===== config.mk =====
export PLATFORM = sky130hd
export DESIGN_NAME = alu
export DESIGN_NICKNAME = d
export VERILOG_FILES = /design/src/rtl/alu_pkg.sv /design/src/rtl/alu_decode.sv /design/src/rtl/alu.sv
export SDC_FILE = /design/constraint.sdc
export NUM_CORES = 1
export LEC_CHECK = 0
export CAP_MARGIN = 25
export CORE_AREA = 5 5 210 131
export DETAILED_ROUTE_END_ITERATION = 7
export DIE_AREA = 0 0 215 136
export DONT_BUFFER_PORTS = 1
export PLACE_DENSITY = 0.6
export SLEW_MARGIN = 20
export SYNTH_ARGS = -nofsm -noshare
export SYNTH_HDL_FRONTEND = slang
export SYNTH_SLANG_ARGS = --single-unit

===== constraint.sdc =====
create_clock -name clk -period 1.1 [get_ports clk]
set_input_delay 0.055 -clock clk [delete_from_list [all_inputs] [get_ports clk]]
set_output_delay 0.055 -clock clk [all_outputs]
set_load 0.1 [all_outputs]

===== src/rtl/alu_pkg.sv =====
// Shared RV32I encodings and the internal ALU operation set used by decode and datapath.
// Field constants follow the base ISA layout: opcode [6:0], funct3 [14:12], funct7 [31:25].
package alu_pkg;

  localparam logic [6:0] OP_RTYPE  = 7'b0110011;
  localparam logic [6:0] OP_ITYPE  = 7'b0010011;
  localparam logic [6:0] OP_BRANCH = 7'b1100011;

  localparam logic [2:0] F3_ADD  = 3'b000;
  localparam logic [2:0] F3_SLL  = 3'b001;
  localparam logic [2:0] F3_SLT  = 3'b010;
  localparam logic [2:0] F3_SLTU = 3'b011;
  localparam logic [2:0] F3_XOR  = 3'b100;
  localparam logic [2:0] F3_SR   = 3'b101;
  localparam logic [2:0] F3_OR   = 3'b110;
  localparam logic [2:0] F3_AND  = 3'b111;

  localparam logic [2:0] F3_BEQ  = 3'b000;
  localparam logic [2:0] F3_BNE  = 3'b001;
  localparam logic [2:0] F3_BLT  = 3'b100;
  localparam logic [2:0] F3_BGE  = 3'b101;
  localparam logic [2:0] F3_BLTU = 3'b110;
  localparam logic [2:0] F3_BGEU = 3'b111;

  localparam logic [6:0] F7_BASE   = 7'b0000000;
  localparam logic [6:0] F7_ALT    = 7'b0100000;
  localparam logic [6:0] F7_MULDIV = 7'b0000001;

  typedef enum logic [3:0] {
    ALU_ADD,
    ALU_SUB,
    ALU_SLL,
    ALU_SLT,
    ALU_SLTU,
    ALU_XOR,
    ALU_SRL,
    ALU_SRA,
    ALU_OR,
    ALU_AND,
    ALU_NONE
  } alu_op_e;

  // Common funct3 map for R- and I-type; alt selects arithmetic right shift.
  function automatic alu_op_e f3_to_op(input logic [2:0] f3, input logic alt);
    alu_op_e op;
    case (f3)
      F3_ADD:  op = ALU_ADD;
      F3_SLL:  op = ALU_SLL;
      F3_SLT:  op = ALU_SLT;
      F3_SLTU: op = ALU_SLTU;
      F3_XOR:  op = ALU_XOR;
      F3_SR:   op = alt ? ALU_SRA : ALU_SRL;
      F3_OR:   op = ALU_OR;
      F3_AND:  op = ALU_AND;
      default: op = ALU_ADD;
    endcase
    return op;
  endfunction

endpackage


===== src/rtl/alu_decode.sv =====
// Combinational decode of opcode/funct3/funct7 and mode into an ALU operation and a multiply request.
// Branch mode always yields ALU_NONE; the comparator in the top level handles it.
module alu_decode
  import alu_pkg::*;
(
  input  logic [6:0] opcode_i,
  input  logic [2:0] funct3_i,
  input  logic [6:0] funct7_i,
  input  logic       alu_control_i,
  output alu_op_e    op_o,
  output logic       mul_req_o
);

  always_comb begin
    op_o      = ALU_NONE;
    mul_req_o = 1'b0;
    if (!alu_control_i) begin
      case (opcode_i)
        OP_RTYPE: begin
          if (funct7_i == F7_MULDIV) begin
            mul_req_o = 1'b1;
          end else if (funct7_i == F7_ALT && funct3_i == F3_ADD) begin
            op_o = ALU_SUB;
          end else begin
            op_o = f3_to_op(funct3_i, funct7_i == F7_ALT);
          end
        end
        // Immediates have no SUB; bit 30 only distinguishes SRAI from SRLI.
        OP_ITYPE: op_o = f3_to_op(funct3_i, funct7_i[5]);
        default:  op_o = ALU_ADD;
      endcase
    end
  end

endmodule


===== src/rtl/alu.sv =====
// RV32I execute-stage ALU: arithmetic/logic results, branch conditions and multiply hand-off.
// All outputs registered: one cycle of latency, a new operation accepted every cycle.
module alu
  import alu_pkg::*;
#(
  parameter int XLEN = 32
) (
  input  logic            clk,
  input  logic            rst,
  input  logic [XLEN-1:0] src_A,
  input  logic [XLEN-1:0] src_B,
  input  logic [31:0]     instruction,
  input  logic            ALU_control,
  output logic [XLEN-1:0] ALU_result,
  output logic            BranchConditionFlag,
  output logic            MUL_EN
);

  logic [6:0]      opcode;
  logic [2:0]      funct3;
  logic [6:0]      funct7;
  alu_op_e         op;
  logic            mul_req;
  logic [4:0]      shamt;
  logic            eq, lt_s, lt_u;
  logic [XLEN-1:0] result_d, result_q;
  logic            branch_d, branch_q;
  logic            mul_d, mul_q;
  logic            unused_instr;

  assign opcode       = instruction[6:0];
  assign funct3       = instruction[14:12];
  assign funct7       = instruction[31:25];
  assign unused_instr = ^{instruction[24:15], instruction[11:7]};
  assign shamt        = src_B[4:0];

  alu_decode u_decode (
    .opcode_i      (opcode),
    .funct3_i      (funct3),
    .funct7_i      (funct7),
    .alu_control_i (ALU_control),
    .op_o          (op),
    .mul_req_o     (mul_req)
  );

  // One comparator set feeds both SLT/SLTU and the branch conditions.
  assign eq   = (src_A == src_B);
  assign lt_s = ($signed(src_A) < $signed(src_B));
  assign lt_u = (src_A < src_B);

  always_comb begin
    result_d = '0;
    case (op)
      ALU_ADD:  result_d = src_A + src_B;
      ALU_SUB:  result_d = src_A - src_B;
      ALU_SLL:  result_d = src_A << shamt;
      ALU_SLT:  result_d = {{(XLEN-1){1'b0}}, lt_s};
      ALU_SLTU: result_d = {{(XLEN-1){1'b0}}, lt_u};
      ALU_XOR:  result_d = src_A ^ src_B;
      ALU_SRL:  result_d = src_A >> shamt;
      ALU_SRA:  result_d = $unsigned($signed(src_A) >>> shamt);
      ALU_OR:   result_d = src_A | src_B;
      ALU_AND:  result_d = src_A & src_B;
      default:  result_d = '0;
    endcase
  end

  always_comb begin
    branch_d = 1'b0;
    if (ALU_control) begin
      case (funct3)
        F3_BEQ:  branch_d = eq;
        F3_BNE:  branch_d = !eq;
        F3_BLT:  branch_d = lt_s;
        F3_BGE:  branch_d = !lt_s;
        F3_BLTU: branch_d = lt_u;
        F3_BGEU: branch_d = !lt_u;
        default: branch_d = 1'b0;
      endcase
    end
  end

  assign mul_d = mul_req;

  always_ff @(posedge clk or posedge rst) begin
    if (rst) begin
      result_q <= '0;
      branch_q <= 1'b0;
      mul_q    <= 1'b0;
    end else begin
      result_q <= result_d;
      branch_q <= branch_d;
      mul_q    <= mul_d;
    end
  end

  assign ALU_result          = result_q;
  assign BranchConditionFlag = branch_q;
  assign MUL_EN              = mul_q;

endmodule


==> results <==
- Summing the sequential cell areas from Yosys gives 8.520% of the chip area.
- Global routing consumed, on the met1 layer, 54.90% of the routing resources.
- The area growth from synthesis to layout is 66.43%.
- TritonCTS built the clock tree.
- The worst path arrival time is 2690 ps.
- After clock tree synthesis, the clock-pin slew on the worst setup and hold paths is 70 ps.
- The final setup violation count is 33.
- Yosys printed 0 warnings.
- The initial detailed-routing violation count is 2270.
- The sequential cells in the finished layout cover a total of 850.8 µm².
- For this run, global-route usage on met2 was measured as 59.67%.
- The kind of launch point of the worst setup path is an input pin.
- In the global route stage, overall resource usage came out at 39.33%.
- Total power for the finished layout comes to 12010 µW.
- The first global-routing pass estimated 87.78 mm of wire.
- The global-route met3 utilization is 11.66%.
- The share of the cycle needed by the critical path after routing is 228.4%.
- The post-synthesis net count is 1644.
- Counting flops and latches in the post-synthesis netlist gives 34.
- Along the worst path, the maximum fanout reaches 106.
- The vertical die dimension is 136 µm.
- The number of antenna cells inserted is 0.
- Max-cap violations in this run came to 0.
- The wire length per cell is 26.34 µm.
- The minimum clock period after layout is 2512 ps.
- The number of standard-cell rows in the floorplan is 46.
- Setup repair after global routing could not meet its margin everywhere.
- The leakage power is 0.007668 µW.
- The number of max-slew violations in the final report came to 0.
- The overall routed net length is 60.26 mm.
- The via count of the first global-routing pass is 13660.
- The synthesized instance count is 1446.
- The worst hold path belongs to the class in2reg.
- The core footprint is 0.02561 mm².
- The layout filler cell count is 2279.
- During I/O placement, the number of pins put on the boundary was 133.
- For this run, the leading register cell type out of synthesis is sky130_fd_sc_hd__dfrtp_1.
- The number of hold violations in the final report is 0.
- The clock root buffer master is sky130_fd_sc_hd__clkbuf_16.
- In this run, synthesis inferred 0 flip-flops with an integrated enable.
- At the worst endpoint, the required time is 1280 ps.
- In this run, CTS created clock tree buffers numbering 5.
- The highest clock frequency the design can meet is 0.3981 GHz.
- The most utilized layer in the global route result is met2.
- For this configuration, the core starts out at a cell density of 38.99%.
- The remaining antenna violation count after routing is 0.
- The via count normalized by instance count is 6.373.
- The final layout contains 2149 nets.
- The floorplan die area is 0.02924 mm².
- Entering global routing, the biggest net connects 107 pins.
- The chip width is 215 µm.
- The maximum ir drop on the vdd rail is 0.0008439 V.
- Summed over all nets, the half-perimeter wirelength after detailed placement is 46.46 mm.
- The type of destination of the critical path is a flop.
- The fraction of registers with async set/reset is 100.0%.
- Across all layers, the routed design uses 14580 vias.
- The final reports fail on design-rule violations, negative setup slack.
- Of the cells placed in the final design, the portion with a size suffix greater than 1 is 45.95%.
- The total overflow left after global routing is 0.
- After synthesis, the mean cell area works out to 6.906 µm².
- The critical path is of the in2reg type.
- Leaving out fill and tap cells, the most frequent cell in the layout is sky130_fd_sc_hd__buf_4.
- The clock sink count is 34.
- At the end of the flow the core is filled with cells to 64.89%.
- The detailed-routing iteration count for the pre-antenna-repair pass is 8.
- In the layout the commonest cells are sky130_fd_sc_hd__buf_4, sky130_fd_sc_hd__nor2_1, sky130_fd_sc_hd__nand2_1.
- After layout, the worst setup slack is -1412 ps.
- The worst pin sits at a relative slew slack of 47.40%.
- Buffers placed on the I/O ports in this run total 0.
- The total power density per cell area is 722.7 mW/mm².
- The run finished, with violations left.
- In this run the deepest clock path goes through 2 buffers.
- For this run, design rule violations remaining after detail routing come to 4.
- At the pin with the least slew margin, the transition time is 786.4 ps.
- The area of the mapped netlist is 0.009986 mm².
- The final weighted congestion in routability-driven placement is 1.068.
- The total number of H-tree levels is 2.
- The number of antenna violations at the first check in global routing is 2.
- The multi-input combinational cells in the finished layout cover a total of 0.009615 mm².
- The count of distinct cell types in the synthesized netlist is 90.
layout make-up:
type | count | area share [%]
well taps | 336 | 2.530
multi-input cells | 1189 | 57.86
clock buffers | 7 | 0.8582
clock inverters | 1 | 0.03011
repair buffers | 614 | 30.90
flip-flops and latches | 34 | 5.119
inverters | 107 | 2.710
cell usage after synthesis (32+ instances only):
master                     number  area share (%)
sky130_fd_sc_hd__nor2_1       161             6.1
sky130_fd_sc_hd__o21ai_0      134             6.7
sky130_fd_sc_hd__a21oi_1      132             6.6
sky130_fd_sc_hd__nand2_1      132             5.0
sky130_fd_sc_hd__inv_1        106             4.0
sky130_fd_sc_hd__ha_1          97              12
sky130_fd_sc_hd__clkbuf_1      49             1.8
sky130_fd_sc_hd__mux2i_1       44             4.4
sky130_fd_sc_hd__buf_2         38             1.9
sky130_fd_sc_hd__nor3_1        35             1.8
sky130_fd_sc_hd__dfrtp_1       34             8.5
sky130_fd_sc_hd__a211oi_1      32             2.4
path summary, 6_finish.rpt:
path                                  from                   to  cells after the start
max in group asynchronous              rst       ALU_result[26]                      3
min in group asynchronous              rst        ALU_result[6]                      3
hold / removal             instruction[12]  BranchConditionFlag                      2
setup / recovery                  src_B[1]       ALU_result[19]                     12
cell families (layout without fill, tap and decap cells):
family / count (synthesis) / in the layout / synth area share (%)
compound gates: 548 / 548 / 36.42
fa+ha+maj: 99 / 99 / 12.55
simple gates: 457 / 457 / 21.36
buf+inv: 223 / 729 / 10.07
flops: 34 / 34 / 8.520
xor+xnor: 9 / 9 / 0.7894
mux: 76 / 76 / 10.27
critical path, stage by stage:
cell and delay [ps]:
sky130_fd_sc_hd__clkinvlp_4 120, sky130_fd_sc_hd__buf_4 160, sky130_fd_sc_hd__ha_1 180, sky130_fd_sc_hd__o211ai_1 240, sky130_fd_sc_hd__nand3_2 180, sky130_fd_sc_hd__a221oi_4 350, sky130_fd_sc_hd__nor2_2 90, sky130_fd_sc_hd__a31o_4 250
sky130_fd_sc_hd__a221oi_4 250, sky130_fd_sc_hd__o221a_2 240, sky130_fd_sc_hd__a21oi_2 50, sky130_fd_sc_hd__or4_1 480
sequential cells by signal (all words and copies together), names as in the netlist:
| name | cells |
|---|---|
| ALU_result | 32 |
| BranchConditionFlag | 1 |
| MUL_EN | 1 |
power by group:
group	leakage (µW)	switching [µW]	internal (µW)
registers	0.000424	82.1	1420
logic	0.00717	5170	3730
clock network	0.0000739	711	904
repair_timing:
item / CTS / global route
pin swaps: 114 / 92
buffers inserted: 47 / 31
hold buffers: 6 / 1
hold endpoints to repair: 43 / 2
gates resized for setup: 262 / 115
setup endpoints to repair: 35 / 35
gates cloned: 3 / 0
metrics by stage:
stage / hold WS, ps / std cells / setup slack [ps] / cell area (µm²) / TNS [ps]
finish: 20.98 / 2288 / -1412 / 16620 / -41150
global placement: -9.634 / 2207 / -1876 / 14220 / -53240
CTS: 19.15 / 2264 / -1371 / 15940 / -38880
global route: 34.45 / 2288 / -1501 / 16620 / -42720
floorplan: 196.6 / 1446 / -2006 / 10270 / -47840
detailed placement: -0.9572 / 2207 / -1877 / 14220 / -54020
per-layer routing:
layer | up-vias | wire length (µm) | share of wire (%)
met3 | 156 | 8393 | 14
met5 | - | 28 | 0.046
met1 | 6931 | 24570 | 41
met4 | 4 | 2138 | 3.5
met2 | 1116 | 25130 | 42
li1 | 6375 | - | -
Power figures use the tool's default switching activity.
